$ cat config.mk
export PLATFORM = sky130hd
export DESIGN_NAME = dm_sba_engine
export DESIGN_NICKNAME = d
export VERILOG_FILES = /design/src/rtl/dm_sba_engine_pkg.sv /design/src/rtl/dm_sba_lane_align.sv /design/src/rtl/dm_sba_engine.sv
export SDC_FILE = /design/constraint.sdc
export NUM_CORES = 1
export LEC_CHECK = 0
export CAP_MARGIN = 20
export CORE_AREA = 2 2 124 126
export CTS_CLUSTER_DIAMETER = 200
export DETAILED_ROUTE_END_ITERATION = 10
export DIE_AREA = 0 0 126 128
export PLACE_DENSITY = 0.78
export SYNTH_ARGS = -nofsm -noshare
export SYNTH_HDL_FRONTEND = slang
export SYNTH_SLANG_ARGS = --single-unit
export TNS_END_PERCENT = 30
$ cat constraint.sdc
create_clock -name clk_i -period 2.67 [get_ports clk_i]
set_input_delay 0.4005 -clock clk_i [delete_from_list [all_inputs] [get_ports clk_i]]
set_output_delay 0.4005 -clock clk_i [all_outputs]
set_load 0.02 [all_outputs]
$ cat src/rtl/dm_sba_engine_pkg.sv
// dm_sba_engine_pkg: engine states and sberror codes for the system bus access engine.
package dm_sba_engine_pkg;
  typedef enum logic [2:0] {
    SbaIdle,
    SbaRead,
    SbaWrite,
    SbaWaitRead,
    SbaWaitWrite
  } sba_state_e;
  localparam logic [2:0] SbErrNone    = 3'd0;
  localparam logic [2:0] SbErrTimeout = 3'd1;
  localparam logic [2:0] SbErrBadAddr = 3'd2;
  localparam logic [2:0] SbErrAlign   = 3'd3;
  localparam logic [2:0] SbErrSize    = 3'd4;
  localparam logic [2:0] SbErrOther   = 3'd7;
endpackage

$ cat src/rtl/dm_sba_lane_align.sv
// dm_sba_lane_align: byte-lane steering between 64-bit sbdata and a BusWidth-wide bus.
module dm_sba_lane_align #(
  parameter int BusWidth = 32
) (
  input  logic [$clog2(BusWidth/8)-1:0] lane_i,
  input  logic [2:0]                    size_i,
  input  logic [63:0]                   sbdata_i,
  input  logic [BusWidth-1:0]           rdata_i,
  output logic [BusWidth/8-1:0]         be_o,
  output logic [BusWidth-1:0]           wdata_o,
  output logic [63:0]                   rdata_o
);
  localparam int NB = BusWidth / 8;
  logic [7:0] size_be;
  logic [63:0] size_mask;
  logic [BusWidth-1:0] rdata_shift;
  logic [$clog2(NB)+2:0] bit_off;
  assign bit_off = {lane_i, 3'b000};
  assign size_be = size_i == 3'd0 ? 8'h01 : size_i == 3'd1 ? 8'h03 : size_i == 3'd2 ? 8'h0f : 8'hff;
  assign size_mask = size_i == 3'd0 ? 64'hff : size_i == 3'd1 ? 64'hffff :
                     size_i == 3'd2 ? 64'hffff_ffff : '1;
  assign be_o = NB'({8'd0, size_be} << lane_i);
  assign wdata_o = BusWidth'(sbdata_i << bit_off);
  assign rdata_shift = rdata_i >> bit_off;
  assign rdata_o = 64'(rdata_shift) & size_mask;
endmodule

$ cat src/rtl/dm_sba_engine.sv
// dm_sba_engine: system bus access engine between the DMI sb* registers and a bus master port.
// Optional response timeout is built when DM_SBA_TIMEOUT_EN is defined.
module dm_sba_engine
  import dm_sba_engine_pkg::*;
#(
  parameter int BusWidth      = 32,
  parameter int AddrWidth     = 32,
  parameter int TimeoutCycles = 1024
) (
  input  logic                  clk_i,
  input  logic                  rst_ni,
  input  logic                  dmactive_i,
  output logic                  master_req_o,
  output logic [AddrWidth-1:0]  master_add_o,
  output logic                  master_we_o,
  output logic [BusWidth-1:0]   master_wdata_o,
  output logic [BusWidth/8-1:0] master_be_o,
  input  logic                  master_gnt_i,
  input  logic                  master_r_valid_i,
  input  logic                  master_r_err_i,
  input  logic                  master_r_other_err_i,
  input  logic [BusWidth-1:0]   master_r_rdata_i,
  input  logic [AddrWidth-1:0]  sbaddress_i,
  input  logic                  sbaddress_write_valid_i,
  input  logic                  sbreadonaddr_i,
  input  logic                  sbautoincrement_i,
  input  logic [2:0]            sbaccess_i,
  input  logic                  sbreadondata_i,
  input  logic [63:0]           sbdata_i,
  input  logic                  sbdata_read_valid_i,
  input  logic                  sbdata_write_valid_i,
  output logic [AddrWidth-1:0]  sbaddress_o,
  output logic                  sbaddress_we_o,
  output logic [63:0]           sbdata_o,
  output logic                  sbdata_valid_o,
  output logic                  sbbusy_o,
  output logic                  sbbusyerror_o,
  output logic                  sberror_valid_o,
  output logic [2:0]            sberror_o
);
  localparam int NB = BusWidth / 8;
  localparam int LaneW = $clog2(NB);
  localparam logic [2:0] MaxAccess = 3'(LaneW);
  sba_state_e state_q, state_d;
  logic go_rd, go_wr, size_err, align_err, waiting, rsp, rsp_ok, timeout;
  logic err_v_d, data_v_d, addr_we_d, busyerr_d;
  logic [2:0] amask, err_d;
  logic [NB-1:0] be;
  logic [63:0] rdata_ext;
  // readonaddr outranks a data write, which outranks readondata
  assign go_rd = (sbaddress_write_valid_i && sbreadonaddr_i) ||
                 (!sbdata_write_valid_i && sbdata_read_valid_i && sbreadondata_i);
  assign go_wr = sbdata_write_valid_i && !(sbaddress_write_valid_i && sbreadonaddr_i);
  assign size_err = sbaccess_i > MaxAccess;
  assign amask = sbaccess_i == 3'd0 ? 3'd0 : sbaccess_i == 3'd1 ? 3'd1 : sbaccess_i == 3'd2 ? 3'd3 : 3'd7;
  assign align_err = |(sbaddress_i[2:0] & amask);
  assign waiting = state_q == SbaWaitRead || state_q == SbaWaitWrite;
  assign rsp = waiting && master_r_valid_i;
  assign rsp_ok = rsp && !master_r_err_i && !master_r_other_err_i;
  assign master_add_o = sbaddress_i;
  dm_sba_lane_align #(.BusWidth(BusWidth)) u_lane (
    .lane_i  (sbaddress_i[LaneW-1:0]),
    .size_i  (sbaccess_i),
    .sbdata_i(sbdata_i),
    .rdata_i (master_r_rdata_i),
    .be_o    (be),
    .wdata_o (master_wdata_o),
    .rdata_o (rdata_ext)
  );
  always_ff @(posedge clk_i or negedge rst_ni) begin
    if (!rst_ni) state_q <= SbaIdle;
    else state_q <= state_d;
  end
  always_comb begin
    state_d = state_q;
    case (state_q)
      SbaIdle:  if ((go_rd || go_wr) && !size_err && !align_err) state_d = go_wr ? SbaWrite : SbaRead;
      SbaRead:  if (master_gnt_i) state_d = SbaWaitRead;
      SbaWrite: if (master_gnt_i) state_d = SbaWaitWrite;
      default:  if (rsp || timeout) state_d = SbaIdle;
    endcase
    if (!dmactive_i) state_d = SbaIdle;
  end
  always_comb begin
    master_req_o = dmactive_i && (state_q == SbaRead || state_q == SbaWrite);
    master_we_o = master_req_o && state_q == SbaWrite;
    master_be_o = master_req_o ? be : '0;
    sbbusy_o = state_q != SbaIdle;
    err_v_d = dmactive_i && ((state_q == SbaIdle && (go_rd || go_wr) && (size_err || align_err)) ||
                             (rsp && !rsp_ok) || timeout);
    err_d = state_q == SbaIdle ? (size_err ? SbErrSize : SbErrAlign) :
            !rsp ? SbErrTimeout : master_r_other_err_i ? SbErrOther : SbErrBadAddr;
    data_v_d = dmactive_i && rsp_ok && state_q == SbaWaitRead;
    addr_we_d = dmactive_i && rsp_ok && sbautoincrement_i;
    busyerr_d = dmactive_i && sbbusy_o &&
                (sbaddress_write_valid_i || sbdata_write_valid_i || sbdata_read_valid_i);
  end
  always_ff @(posedge clk_i or negedge rst_ni) begin
    if (!rst_ni) begin
      sbdata_o        <= '0;
      sbdata_valid_o  <= 1'b0;
      sbaddress_o     <= '0;
      sbaddress_we_o  <= 1'b0;
      sberror_valid_o <= 1'b0;
      sberror_o       <= SbErrNone;
      sbbusyerror_o   <= 1'b0;
    end else begin
      sbdata_o        <= data_v_d ? rdata_ext : sbdata_o;
      sbdata_valid_o  <= data_v_d;
      sbaddress_o     <= addr_we_d ? sbaddress_i + (AddrWidth'(1) << sbaccess_i) : sbaddress_o;
      sbaddress_we_o  <= addr_we_d;
      sberror_valid_o <= err_v_d;
      sberror_o       <= err_v_d ? err_d : SbErrNone;
      sbbusyerror_o   <= busyerr_d;
    end
  end
`ifdef DM_SBA_TIMEOUT_EN
  localparam int CntW = $clog2(TimeoutCycles + 1);
  logic [CntW-1:0] cnt_q;
  // counts only while staying in a wait state, so every wait starts from zero
  always_ff @(posedge clk_i or negedge rst_ni) begin
    if (!rst_ni) cnt_q <= '0;
    else cnt_q <= (dmactive_i && waiting && state_d == state_q) ? cnt_q + CntW'(1) : '0;
  end
  assign timeout = waiting && !master_r_valid_i && cnt_q == CntW'(TimeoutCycles - 1);
`else
  logic unused_cfg;
  assign unused_cfg = ^TimeoutCycles;
  assign timeout = 1'b0;
`endif
endmodule

==> results.yml <==
outcome:
  status: "finished, final reports clean"
global_routing:
  grt_pass1_vias: 4951
  grt_max_degree: 50
  grt_usage: 0.208
  antenna_found_initial: 0
  grt_pass1_wl_microns: 26600
  grt-ovfl-total: 0
synth:
  seq_area_frac_synth: 0.348
  synth_top_area_share: 0.348
  yosys_warnings: 0
  syn_avg_cell_area_sq_um: 8.93
  netlist_area_sq_um: 5320
  synthCells: 596
  synth-seq-cells: 74
  synthFlopType: "dfrtp_1"
  synth.largest_area_cell: "dfrtp_1"
  synthTopCellsByArea: "dfrtp_1, buf_4, mux2i_1"
  async_flop_share: 1.00
  ys_types: 57
  synth_enable_flop_cells: 0
power_and_ir_drop:
  p_total_mw: 3.91
  p_leak_nw: 3.63
  cellPowerDensity_nw_per_um2: 470
  worst_ir_drop_vdd_mv: 0.309
timing:
  rsz0062_at_grt: "yes"
  setup_viol: 0
  hold_slack_ns: 0.0206
  skew_ns: 0.00812
  hold_viol_final: 0
  slew_viol_final: 0
  setup_slack_ns: 0.0282
  worst_slew_pin_slew_ns: 0.698
  fin_crit_ns: 2.64
  max_freq_mhz: 379
  slew_headroom: 0.532
  fin_crit_sh: 0.989
place:
  pre_cts_slack_ns: -0.502
  portBuffers: 253
  gp_congestion: 0.872
  numPlacedInstances: 1015
  hpwl_microns: 13300
worst_setup_path:
  r2r_cells: 5
  crit_path_start_kind: "input port"
  crit_path_end_kind: "primary output"
  rrSetupSlack_ns: 0.58
  crit_arrival_ns: 2.24
  rr_startpoint: "state_q[0]"
  crit_type: "in2out"
  cp_max_fo: 2
  reg2reg_to: "sbdata_o[29]"
  cp.required_ns: 2.27
layout:
  area_delta_synth_final_pct: 56.4
  final_cells: 1033
  layout-drive-gt1-share: 0.121
  mostFrequentLayoutCells: "clkdlybuf4s50_1, dfrtp_1, nand2_1"
  nNetsFinal: 996
  final_common_cell: "clkdlybuf4s50_1"
  diodes: 0
cts:
  cts_htree_levels: 3
  cts-root-buf: "clkbuf_16"
  numCtsBuffers: 9
  clk_path_buf_depth: 2
  postCtsHoldBufs: 0
  clock_sinks: 74
  clock_latency_ns: 0.35
  cts_tree: "yes"
  clkTransAtPathRegs_ns: 0.06
detailed_routing:
  first_pass_iters: 4
  wl_met3_microns: 1130
  drc_errors: 0
  routed_wl_microns: 17300
  postRouteAntennaNets: 0
  route.vias.total: 5206
  wl_met1_microns: 7020
  highest_layer: "met4"
  via_per_inst: 5.04
  post_drt_wl_per_cell_microns: 16.8
  dr.first_iter.drc_count: 279
  wl_met2_microns: 8730
floorplanning:
  ioPinCount: 318
  die-area_sq_um: 16100
  fp.dieW_microns: 126
  rows: 45
  start_util: 0.358
  core_sq_um: 14900
  die_height_microns: 128
job:
  maxCapViolations: 0
worst_hold_path:
  holdCritPathClass: "in2async"
-- critical path, stage by stage --
cell             delay [ns]
clkdlybuf4s50_1        0.50
or3_4                  0.14
inv_2                  0.04
buf_4                  0.13
ha_1                   0.18
nor3_1                 0.21
clkdlybuf4s50_1        0.64
-- cells by family after synthesis --
group,after synthesis,share of synthesized area
compound gates,166,0.208
xor+xnor,27,0.0445
fa+ha+maj,11,0.0273
buf+inv,110,0.126
flops,74,0.348
mux,41,0.0790
other cells,1,0.000705
simple gates,166,0.167
-- how the worst max path moves through the flow --
| stage | depth (start not counted) | to | slack, ns | startpoint |
|---|---|---|---|---|
| floorplan | 8 | sbaddress_o[7] | 0.24 | sbaccess_i[0] |
| CTS | 11 | sbaddress_o[22] | 0.01 | sbaccess_i[0] |
| finish | 7 | master_be_o[1] | 0.03 | sbaccess_i[2] |
| global placement | 10 | sbaddress_o[24] | -0.95 | sbaccess_i[0] |
| detailed placement | 11 | sbaddress_o[24] | -0.50 | sbaccess_i[0] |
| global route | 12 | sbaddress_o[11] | -0.02 | sbaccess_i[1] |
-- registers in the layout (all words and copies together), names as in the netlist --
register and cells:
sbbusyerror_o 1, sbdata_valid_o 1, sberror_o 3, sbdata_o 32, state_q 3, sberror_valid_o 1, sbaddress_we_o 1, sbaddress_o 32
-- layout make-up --
type | count | area [sq um]
repair buffers | 303 | 2930
multi-input cells | 443 | 2970
flip-flops and latches | 74 | 1850
clock inverters | 5 | 55.1
inverters | 10 | 37.5
clock buffers | 10 | 239
well taps | 188 | 235
fillers | 1332 | 6550
-- repair_timing --
item	CTS	global route
cloned	0	1
pin swaps	0	3
gates resized for setup	3	16
setup endpoints to repair	4	29
setup buffers	0	2
-- where the power goes --
| part | internal (mW) | switching [mW] | total [mW] |
|---|---|---|---|
| Sequential | 1.22 | 0.0766 | 1.30 |
| Combinational | 0.665 | 0.725 | 1.39 |
| Clock | 0.740 | 0.483 | 1.22 |
-- metal layers --
layer / global-route usage / vias up
met4: 0.0789 / 0
met3: 0.0484 / 24
met1: 0.249 / 2467
met2: 0.365 / 200
li1: - / 2515
met5: 0 / -
-- cell usage after synthesis, types with 8 or more instances --
library cell,instances
a21oi_1,26
dfrtp_1,74
nor2b_1,18
and2_1,9
a211oi_1,18
nand2_1,67
ha_1,10
mux2i_1,33
buf_2,13
a22o_1,16
o31ai_1,9
nor2_1,24
mux2_2,8
o21ai_0,62
inv_1,9
o211ai_1,9
xor2_1,24
clkbuf_1,20
buf_4,64
-- metrics by stage --
step,cell area (sq um),setup TNS (ns),util
2_1_floorplan,5440,0,-
4_1_cts,8240,0,0.554
3_3_place_gp,7930,-12.19,0.534
5_1_grt,8320,-0.0341,0.560
6_report,8320,0,0.560
3_5_place_dp,7940,-6.80,0.534
Power figures use the tool's default switching activity.
